===== config.mk =====
export PLATFORM = sky130hd
export DESIGN_NAME = cordic_iter_flat
export DESIGN_NICKNAME = d
export VERILOG_FILES = /design/src/rtl/cordic_pkg.sv /design/src/rtl/cordic_iter_if.sv /design/src/rtl/cordic_iter_dp.sv /design/src/rtl/cordic_iter.sv /design/src/flat_wrapper.sv
export SDC_FILE = /design/constraint.sdc
export NUM_CORES = 1
export LEC_CHECK = 0
export CAP_MARGIN = 10
export CORE_AREA = 2 2 119 121
export CTS_BUF_LIST = sky130_fd_sc_hd__clkbuf_8 sky130_fd_sc_hd__clkbuf_16
export CTS_CLUSTER_DIAMETER = 30
export DETAILED_ROUTE_END_ITERATION = 16
export DIE_AREA = 0 0 121 123
export HOLD_SLACK_MARGIN = 0.03
export PLACE_DENSITY = 0.81
export SKIP_LAST_GASP = 1
export SLEW_MARGIN = 20
export SYNTH_ARGS = -nofsm -noshare
export SYNTH_HDL_FRONTEND = slang
export SYNTH_SLANG_ARGS = --single-unit

===== constraint.sdc =====
create_clock -name clock -period 7 [get_ports clock]
set_input_delay 0.7 -clock clock [delete_from_list [all_inputs] [get_ports clock]]
set_output_delay 0.7 -clock clock [all_outputs]
set_load 0.01 [all_outputs]

===== src/rtl/cordic_pkg.sv =====
// Shared constants, types and helpers for the folded CORDIC engine.
// The arctangent table is Q2.30 and is rounded to the working fraction at elaboration.
package cordic_pkg;

    localparam logic MODE_ROT = 1'b0;
    localparam logic MODE_VEC = 1'b1;

    // Iteration counter width: covers N_ITER up to 16.
    localparam int ITER_W = 4;

    typedef enum logic [1:0] {
        ST_IDLE = 2'd0,
        ST_RUN  = 2'd1,
        ST_DONE = 2'd2
    } state_e;

    // round(atan(2^-i) * 2^30), i = 0..15
    localparam logic signed [31:0] ATAN_TABLE [16] = '{
        32'sd843314857, 32'sd497837829, 32'sd263043837, 32'sd133525159,
        32'sd67021687,  32'sd33543516,  32'sd16775851,  32'sd8388437,
        32'sd4194283,   32'sd2097149,   32'sd1048576,   32'sd524288,
        32'sd262144,    32'sd131072,    32'sd65536,     32'sd32768
    };

    // Round the Q2.30 entry to `frac` fraction bits (round half up).
    function automatic logic signed [31:0] atan_round(input int idx, input int frac);
        logic signed [32:0] t;
        t = 33'(ATAN_TABLE[idx]);
        if (frac < 30) begin
            t = t + (33'sd1 <<< (29 - frac));
        end
        return 32'(t >>> (30 - frac));
    endfunction

    // Clamp a signed value to the w-bit two's complement range.
    function automatic logic signed [63:0] sat_w(input logic signed [63:0] v, input int w);
        logic signed [63:0] hi;
        logic signed [63:0] lo;
        hi = (64'sd1 <<< (w - 1)) - 64'sd1;
        lo = -(64'sd1 <<< (w - 1));
        if (v > hi) begin
            return hi;
        end else if (v < lo) begin
            return lo;
        end
        return v;
    endfunction

endpackage


===== src/rtl/cordic_iter_if.sv =====
// Operand/result stream bundle for the CORDIC engine: valid/ready on both sides.
// master = the caller that supplies operands and consumes results; slave = the engine.
interface cordic_iter_if #(
    parameter int W = 12
);

    logic                in_valid;
    logic                in_ready;
    logic                mode;
    logic signed [W-1:0] x_in;
    logic signed [W-1:0] y_in;
    logic signed [W-1:0] z_in;

    logic                out_valid;
    logic                out_ready;
    logic signed [W-1:0] x_out;
    logic signed [W-1:0] y_out;
    logic signed [W-1:0] z_out;

    modport master (
        output in_valid, mode, x_in, y_in, z_in, out_ready,
        input  in_ready, out_valid, x_out, y_out, z_out
    );

    modport slave (
        input  in_valid, mode, x_in, y_in, z_in, out_ready,
        output in_ready, out_valid, x_out, y_out, z_out
    );

endinterface


===== src/rtl/cordic_iter_dp.sv =====
// Combinational micro-rotation: two variable arithmetic shifters, direction
// decision and the x/y/z add/subtract for iteration i.
module cordic_iter_dp
    import cordic_pkg::*;
#(
    parameter int IW = 14
) (
    input  logic signed [IW-1:0]     x_i,
    input  logic signed [IW-1:0]     y_i,
    input  logic signed [IW-1:0]     z_i,
    input  logic        [ITER_W-1:0] i_i,
    input  logic                     mode_i,
    input  logic signed [IW-1:0]     atan_i,
    output logic signed [IW-1:0]     x_o,
    output logic signed [IW-1:0]     y_o,
    output logic signed [IW-1:0]     z_o
);

    logic signed [IW-1:0] x_sh;
    logic signed [IW-1:0] y_sh;
    logic                 d_pos;

    always_comb begin
        x_sh = x_i >>> i_i;
        y_sh = y_i >>> i_i;
        // Vectoring steers y toward zero, rotation steers z toward zero.
        d_pos = (mode_i == MODE_VEC) ? y_i[IW-1] : ~z_i[IW-1];

        if (d_pos) begin
            x_o = x_i - y_sh;
            y_o = y_i + x_sh;
            z_o = z_i - atan_i;
        end else begin
            x_o = x_i + y_sh;
            y_o = y_i - x_sh;
            z_o = z_i + atan_i;
        end
    end

endmodule


===== src/rtl/cordic_iter.sv =====
// Folded CORDIC engine: accepts one operand, runs N_ITER micro-rotations on a
// shared datapath, then holds the saturated result until the consumer takes it.
module cordic_iter
    import cordic_pkg::*;
#(
    parameter int W      = 12,
    parameter int FRAC   = 10,
    parameter int N_ITER = 11,
    parameter int G      = 2
) (
    input logic          clock,
    input logic          reset,
    cordic_iter_if.slave bus
);

    localparam int                IW     = W + G;
    localparam logic [ITER_W-1:0] LAST_I = ITER_W'(N_ITER - 1);

    state_e               state_q, state_d;
    logic [ITER_W-1:0]    i_q, i_d;
    logic                 mode_q, mode_d;
    logic signed [IW-1:0] x_q, x_d;
    logic signed [IW-1:0] y_q, y_d;
    logic signed [IW-1:0] z_q, z_d;
    logic signed [W-1:0]  xo_q, xo_d;
    logic signed [W-1:0]  yo_q, yo_d;
    logic signed [W-1:0]  zo_q, zo_d;

    logic signed [IW-1:0] atan_cur;
    logic signed [IW-1:0] dp_x, dp_y, dp_z;
    logic                 accept;
    logic                 last_step;

    assign accept    = (state_q == ST_IDLE) && bus.in_valid;
    assign last_step = (state_q == ST_RUN) && (i_q == LAST_I);

    // Constant-folded angle selection; every candidate is an elaboration-time value.
    always_comb begin
        atan_cur = '0;
        for (int k = 0; k < N_ITER; k++) begin
            if (i_q == ITER_W'(k)) begin
                atan_cur = IW'(atan_round(k, FRAC));
            end
        end
    end

    cordic_iter_dp #(
        .IW (IW)
    ) u_dp (
        .x_i    (x_q),
        .y_i    (y_q),
        .z_i    (z_q),
        .i_i    (i_q),
        .mode_i (mode_q),
        .atan_i (atan_cur),
        .x_o    (dp_x),
        .y_o    (dp_y),
        .z_o    (dp_z)
    );

    // FSM: state register.
    always_ff @(posedge clock) begin
        // NOTE: sequential state uses <= so every register samples pre-edge values.
        if (reset) begin
            state_q <= ST_IDLE;
        end else begin
            state_q <= state_d;
        end
    end

    // FSM: next state.
    always_comb begin
        // NOTE: default first, so no path leaves state_d unassigned and no latch is inferred.
        state_d = state_q;
        unique case (state_q)
            ST_IDLE: if (bus.in_valid) state_d = ST_RUN;
            ST_RUN:  if (i_q == LAST_I) state_d = ST_DONE;
            ST_DONE: if (bus.out_ready) state_d = ST_IDLE;
            default: state_d = ST_IDLE;
        endcase
    end

    // FSM: outputs.
    always_comb begin
        bus.in_ready  = (state_q == ST_IDLE);
        bus.out_valid = (state_q == ST_DONE);
    end

    assign bus.x_out = xo_q;
    assign bus.y_out = yo_q;
    assign bus.z_out = zo_q;

    // Datapath next-state: load on accept, iterate in RUN, capture on the last step.
    always_comb begin
        i_d    = i_q;
        mode_d = mode_q;
        x_d    = x_q;
        y_d    = y_q;
        z_d    = z_q;
        xo_d   = xo_q;
        yo_d   = yo_q;
        zo_d   = zo_q;

        if (accept) begin
            i_d    = '0;
            mode_d = bus.mode;
            x_d    = IW'(bus.x_in);
            y_d    = IW'(bus.y_in);
            z_d    = IW'(bus.z_in);
        end else if (state_q == ST_RUN) begin
            i_d = i_q + ITER_W'(1);
            x_d = dp_x;
            y_d = dp_y;
            z_d = dp_z;
            if (last_step) begin
                xo_d = W'(sat_w(64'(dp_x), W));
                yo_d = W'(sat_w(64'(dp_y), W));
                zo_d = W'(sat_w(64'(dp_z), W));
            end
        end
    end

    always_ff @(posedge clock) begin
        // NOTE: working registers are cleared too, so an aborted operation leaves nothing behind.
        if (reset) begin
            i_q    <= '0;
            mode_q <= MODE_ROT;
            x_q    <= '0;
            y_q    <= '0;
            z_q    <= '0;
            xo_q   <= '0;
            yo_q   <= '0;
            zo_q   <= '0;
        end else begin
            i_q    <= i_d;
            mode_q <= mode_d;
            x_q    <= x_d;
            y_q    <= y_d;
            z_q    <= z_d;
            xo_q   <= xo_d;
            yo_q   <= yo_d;
            zo_q   <= zo_d;
        end
    end

endmodule


===== src/flat_wrapper.sv =====
// flat-port wrapper written by rule: the top's interface ports become plain ports
module cordic_iter_flat import cordic_pkg::*;
#(
    parameter int W      = 12,
    parameter int FRAC   = 10,
    parameter int N_ITER = 11,
    parameter int G      = 2
)
  (clock, reset, bus_in_valid, bus_mode, bus_x_in, bus_y_in, bus_z_in, bus_out_ready, bus_in_ready, bus_out_valid, bus_x_out, bus_y_out, bus_z_out);
  cordic_iter_if #(.W(W)) bus_i ();
  input logic clock;
  input logic reset;
  input wire logic [$bits(bus_i.in_valid)-1:0] bus_in_valid;
  input wire logic [$bits(bus_i.mode)-1:0] bus_mode;
  input wire logic [$bits(bus_i.x_in)-1:0] bus_x_in;
  input wire logic [$bits(bus_i.y_in)-1:0] bus_y_in;
  input wire logic [$bits(bus_i.z_in)-1:0] bus_z_in;
  input wire logic [$bits(bus_i.out_ready)-1:0] bus_out_ready;
  output wire logic [$bits(bus_i.in_ready)-1:0] bus_in_ready;
  output wire logic [$bits(bus_i.out_valid)-1:0] bus_out_valid;
  output wire logic [$bits(bus_i.x_out)-1:0] bus_x_out;
  output wire logic [$bits(bus_i.y_out)-1:0] bus_y_out;
  output wire logic [$bits(bus_i.z_out)-1:0] bus_z_out;
  assign bus_i.in_valid = bus_in_valid;
  assign bus_i.mode = bus_mode;
  assign bus_i.x_in = bus_x_in;
  assign bus_i.y_in = bus_y_in;
  assign bus_i.z_in = bus_z_in;
  assign bus_i.out_ready = bus_out_ready;
  assign bus_in_ready = bus_i.in_ready;
  assign bus_out_valid = bus_i.out_valid;
  assign bus_x_out = bus_i.x_out;
  assign bus_y_out = bus_i.y_out;
  assign bus_z_out = bus_i.z_out;
  cordic_iter #(.W(W), .FRAC(FRAC), .N_ITER(N_ITER), .G(G)) u_core (.clock(clock), .reset(reset), .bus(bus_i));
endmodule

---- After elaboration in Yosys (flattened, before gate mapping) ----
Cells that the tools add are included.
word-level totals
  word-level logic and storage cells ...... 98
  input bits .............................. 41
  output and inout port bits .............. 38
  register bits ........................... 85
cells by class
  muxes and demuxes ....................... 49
  magnitude comparators ................... 6
  add/subtract/negate cells ............... 7
  reductions and logical operators ........ 8
  eq/ne operators ......................... 15
  shift operators ......................... 2
  bitwise gates (word level) .............. 2
operators with widths
  cell                    count
  $mux W14                19
  $mux W12                9
  $add A14 B14 Y14        3
  $gt A14 B12 Y1 const B  3
  $lt A14 B12 Y1 const B  3
  $sub A14 B14 Y14        3
  $sshr A14 B4 Y14        2
  $eq A4 B3 Y1 const B    4
  $mux W1                 16
  $eq A4 B4 Y1 const B    3
  $mux W10                1
  $eq A4 B2 Y1 const B    2
  $mux W2                 3
  $ne A2 B2 Y1 const B    3
  $pmux W2 S3             1
  $reduce_and A3 Y1       2
  $add A4 B1 Y4 const B   1
  $eq A4 B1 Y1 const B    1
  $logic_not A4 Y1        1
  $eq A2 B1 Y1 const B    1
  $eq A2 B2 Y1 const B    1
  $logic_and A1 B1 Y1     2
  $logic_not A2 Y1        1
  $not A1 Y1              2
  other kinds (2)         2

---- Depth between registers and ports, before layout ----
  word-level depth ........................ 21
  depth in mapped cells ................... 25
  mapped depth without buffers ............ 20

---- Hierarchy ----
From an unflattened synthesis, not the netlist that was laid out.
second synthesis, totals
  cells, all modules ...................... 909
  area, all modules ....................... 7777.5 µm²
modules (own cells, without submodules)
  module          cells each  area an instance (µm²)  times used  sequential area each (µm²)
  cordic_iter     436         4051.4                  1           1701.6
  cordic_iter_dp  473         3726.1                  1           0.0

---- Worst setup path after synthesis ----
OpenSTA, ideal clock, no wires.
  kind .................................... reg-to-reg
  start ................................... register u_core.i_q[1]
  end ..................................... register u_core.xo_q[1], in the netlist u_core.bus.x_out[1]
  setup slack ............................. 1.637 ns
  data required time ...................... 6.881 ns
  setup time .............................. 0.119 ns
  buffers on the path ..................... 5
  data arrival time ....................... 5.244 ns
  period minus slack after synthesis ...... 5.363 ns
  cell stages (with the launch flop) ...... 24
  path through ............................ dfxtp_1 -> buf_2 -> buf_4 -> buf_2 -> buf_2 -> mux4_2 -> o21ai_0 -> a21o_1 -> ha_1 -> nand2_1 -> nor2_1 -> a21oi_1 -> o22ai_1 -> a22oi_1 -> ha_1 -> a2111o_1 -> o2111ai_1 -> a211oi_1 -> or4b_2 -> a41o_1 -> nand2_2 -> o31ai_2 -> buf_4 -> o221a_2
between the ends
  cells in the longest elaborated chain, start to end .. 10
  elaborated cells between the ends (all ways) .. 16
  those cells by class .................... add/sub (2); order compare (2); eq/ne (1); shift (1); mux (8); reduce/logical (2)
ends and longest elaborated chain
  element                                                      RTL line                                    source
  from (decl)                                                  cordic_iter.sv:20                           logic [ITER_W-1:0] i_q, i_d;
  from (signal assigned)                                       cordic_iter.sv:135                          i_q <= i_d;
  $sshr A14 B4 Y14                                             cordic_iter_dp.sv:25                        y_sh = y_i >>> i_i;
  $add A14 B14 Y14 / $sub A14 B14 Y14 (equally long branches)  cordic_iter_dp.sv:34, cordic_iter_dp.sv:30
  $mux W14                                                     cordic_iter_dp.sv:29                        if (d_pos) begin
  $lt A14 B12 Y1                                               cordic_pkg.sv:43                            end else if (v < lo) begin
  $mux W1                                                      cordic_pkg.sv:43
  $mux W1                                                      cordic_pkg.sv:41                            if (v > hi) begin
  $mux W1                                                      cordic_iter.sv:115                          if (last_step) begin
  $mux W1                                                      cordic_iter.sv:110                          end else if (state_q == ST_RUN) begin
  $mux W1                                                      cordic_iter.sv:104                          if (accept) begin
  $mux W12                                                     cordic_pkg.sv:46                            return v;
  to (signal assigned)                                         cordic_iter.sv:140                          xo_q <= xo_d;
  to (decl)                                                    cordic_iter.sv:25                           logic signed [W-1:0] xo_q, xo_d;
Several ways; a longest one is shown, not always the timed one. The select of a mux whose other input is x is not followed.
A chain may end at the register's enable or synchronous reset.

---- Worst setup path after layout ----
  start ................................... register u_core.i_q[0]
  end ..................................... register u_core.xo_q[8], in the netlist u_core.bus.x_out[8]
The elaborated chain is that of the path after synthesis.

==> metrics.md <==
| Metric | Value |
|---|---|
| Die height | roughly 120 µm |
| WHS | about 0.47 ns |
| Post-Syn Area | 7920 µm² |
| Total CTS buffers | 9 |
| Hold Vio Cnt, Final | 0 |
| Crit-path max FO | 35 |
| Die area | 14900 µm² |
| Gr usage total | 32.0% |
| Top FF cell, synth | dfxtp_1 |
| Vias in the first global route | just over 7000 |
| Placed cell count | between 1000 and 1500 |
| Final-layout fill cell count | ~1100 |
| CTS tree | built |
| Status | finished, final reports clean |
| Post-synthesis simple-gate area fraction | 17.5% |
| Data arrival, critical path | approximately 6.6 ns |
| Kind of critical path | flop to flop |
| Setup TNS | 0 ns |
| Setup violations, final | 0 |
| HP Start | u_core.mode_q |
| Starting Density | ~58% |
| Final Cell Area | roughly 9000 µm² |
| Post-synthesis xor/xnor area fraction | roughly 6.7% |
| Pwr Total | approximately 3.2 mW |
| Crit path launch | u_core.i_q[0] |
| CTS root buf | clkbuf_16 |
| Final wirelength | between 20 and 25 mm |
| Yosys reg bits | 85 |
| Synth Instances | 1002 |
| Largest net degree at the start of global routing | 55 |
| Synth Area in Compound Gates | 31.3% |
| Pre-CTS setup slack | 0.805 ns |
| Worst vdd ir | between 0.15 and 0.2 mV |
| CP Launch Type | flop |
| P&R area growth vs syn | 14.0% |
| Util after Layout | about 66% |
| Mux contribution to synthesized area | under 10% |
| Crit path capture type | flop |
| Main combinational cell family by area after synthesis | compound AO/OA/AOI/OAI gates |
| Max H-tree Level | 3 |
| Post-synthesis adder-cell area fraction | under 10% |
| PortBufs | 78 |
| Setup slack after layout | roughly 0.66 ns |
| Slew headroom | between 20% and 30% |
| Clock buffer depth | 2 |
| I/O pins | 79 |
| Most frequent cells in the layout | a21oi_1, nand2_1, nor2_1 |
| Setup Skew | approximately 0.010 ns |
| WL per Instance | 19.7 µm |
| Synth warnings | 0 |
| Worst R2R Start | u_core.i_q[0] |
| Worst Hold Class | flop to flop |
| Global route overflow | 0 |
| Via density | around 6.7 |
| RSZ-0062 raised after global routing | false |
| Min Tclk post-route | between 6 and 7 ns |
| Diode count | 0 |
| Leak | ~3.4 nW |
| Max-slew violations | 0 |
| Post-DP Area | between 8000 and 9000 µm² |
| Critical path required time | about 7.3 ns |
| Routability cong. | a little under 1 |
| Clock-pin slew on the worst setup and hold paths | 0.06 ns |
| HPWL after DPL | 17.2 mm |
| Initial antenna violation count | 0 |
| Layout net count | between 1000 and 1500 |
| Post-synth cell types | 86 |
| Fin cells | around 1200 |
| Vias post-DR | 8147 |
| Core box area | 13600 µm² |
| Asr flop ratio synth | 0% |
| Clk_lat worst skew | about 0.35 ns |
| # hold bufs at CTS | 0 |
| Syn nets | between 1000 and 1500 |
| Post-CTS setup buffer count | 0 |
| Tcrit/Tclk final | about nine tenths |
| First-pass GRT wire length | ~38 mm |
| DR DRC count | 0 |
| Max Clk Rate | between 150 and 200 MHz |
| Post-cts sizing count | 0 |
| Layout cells sized above 1 | about a tenth |
| Mean area per synthesized cell | roughly 7.9 µm² |
| Drt first pass iters | 5 |
| 1st-iter DRT viols | about 800 |
| Worst-Margin Slew | approximately 1.1 ns |
| Antenna-violating nets left | 0 |
| Post-synthesis sequential area ratio | between 20 and 25% |
| Commonest non-fill, non-tap cell in the layout | a21oi_1 |
| Pwr dens | around 360 nW/µm² |
| Die span in x | ~120 µm |
| Total clock sinks | 85 |
| Row count | 43 |
| Max-Cap Viols | 0 |
| Post-synth EDFFs | 0 |
critical path, cell delays in order, from the launching register on:
cell and delay (ns):
dfxtp_2 0.86, buf_4 0.32, mux4_2 0.53, nor2b_1 0.15
a221o_1 0.30, nor2_1 0.20, nand2_1 0.08, nor2_1 0.28
a21oi_1 0.11, o22ai_1 0.16, a22oi_1 0.09, ha_1 0.40
a2111o_1 0.45, o2111ai_1 0.39, a211o_1 0.23, a21oi_1 0.07
o41ai_1 0.52, nand2_2 0.10, o31ai_2 0.68, o221a_2 0.32
report_power, final:
group	total (mW)	switching, mW	internal [mW]	leakage (nW)
combinational	2.04	1.22	0.818	2.56
sequential	0.677	0.136	0.542	0.695
clock	0.489	0.210	0.279	0.153
synthesized netlist by cell type (5+ instances only):
library cell | count | share of area, %
a211oi_1 | 17 | 1.6
a21o_1 | 7 | 0.66
a21oi_1 | 103 | 6.5
a221oi_1 | 8 | 0.89
a22oi_1 | 30 | 2.8
a31oi_1 | 15 | 1.2
and2_1 | 10 | 0.79
and3_1 | 5 | 0.40
buf_1 | 8 | 0.38
buf_2 | 9 | 0.57
clkbuf_1 | 47 | 2.2
dfxtp_1 | 85 | 21
ha_1 | 45 | 7.1
inv_1 | 38 | 1.8
mux2_2 | 12 | 1.7
mux2i_1 | 10 | 1.3
mux4_2 | 19 | 5.4
nand2_1 | 91 | 4.3
nand2b_1 | 14 | 1.1
nand3_1 | 7 | 0.44
nor2_1 | 89 | 4.2
nor2b_1 | 11 | 0.87
nor3_1 | 30 | 1.9
o211ai_1 | 12 | 1.1
o21a_1 | 20 | 1.9
o21ai_0 | 65 | 4.1
o21bai_1 | 6 | 0.57
o221a_2 | 12 | 1.7
o221ai_1 | 5 | 0.55
o22ai_1 | 8 | 0.63
o311ai_0 | 5 | 0.55
o31ai_1 | 7 | 0.66
or2_2 | 9 | 0.71
xnor2_1 | 39 | 4.3
xor2_1 | 18 | 2.0
worst paths after layout:
check                             end  slack [ns]  cells after the start
hold reg to reg         u_core.mode_q        0.47                      2
setup reg to reg  u_core.bus.x_out[8]        0.66                     19
setup / recovery  u_core.bus.x_out[8]        0.66                     19
hold / removal          u_core.mode_q        0.47                      2
cell type report:
class / count / area [µm²] / share of cell area (%)
Clock inverter: 7 / 76.3 / 0.846
Multi-Input combinational cell: 808 / 5770 / 64.0
Inverter: 39 / 146 / 1.62
Sequential cell: 85 / 1700 / 18.9
Tap cell: 180 / 225 / 2.50
Clock buffer: 9 / 225 / 2.50
Timing Repair Buffer: 91 / 873 / 9.68
logic make-up after synthesis:
family | after synthesis
buffers and inverters | 109
AOI/OAI and AO/OA | 363
DFF | 85
xor gates and xnor gates | 59
adders and majority gates | 48
muxes | 44
and+or+nand+nor | 294
registers in the layout, indices dropped and copies added, names as in the netlist:
register	cells
u_core.y_q	14
u_core.bus.y_out	12
u_core.i_q	4
u_core.mode_q	1
u_core.bus.z_out	12
u_core.bus.x_out	12
u_core.z_q	14
u_core.x_q	14
u_core.state_q	2
per-layer routing:
layer / wire, µm / global-route usage (%) / share of wire [%]
met5: 0 / 0 / 0
met4: 951 / 12.4 / 4.0
met1: 10100 / 44.6 / 42
met3: 2350 / 6.13 / 9.8
met2: 10600 / 48.9 / 44
Note: power is estimated with default switching activity, not from simulation.
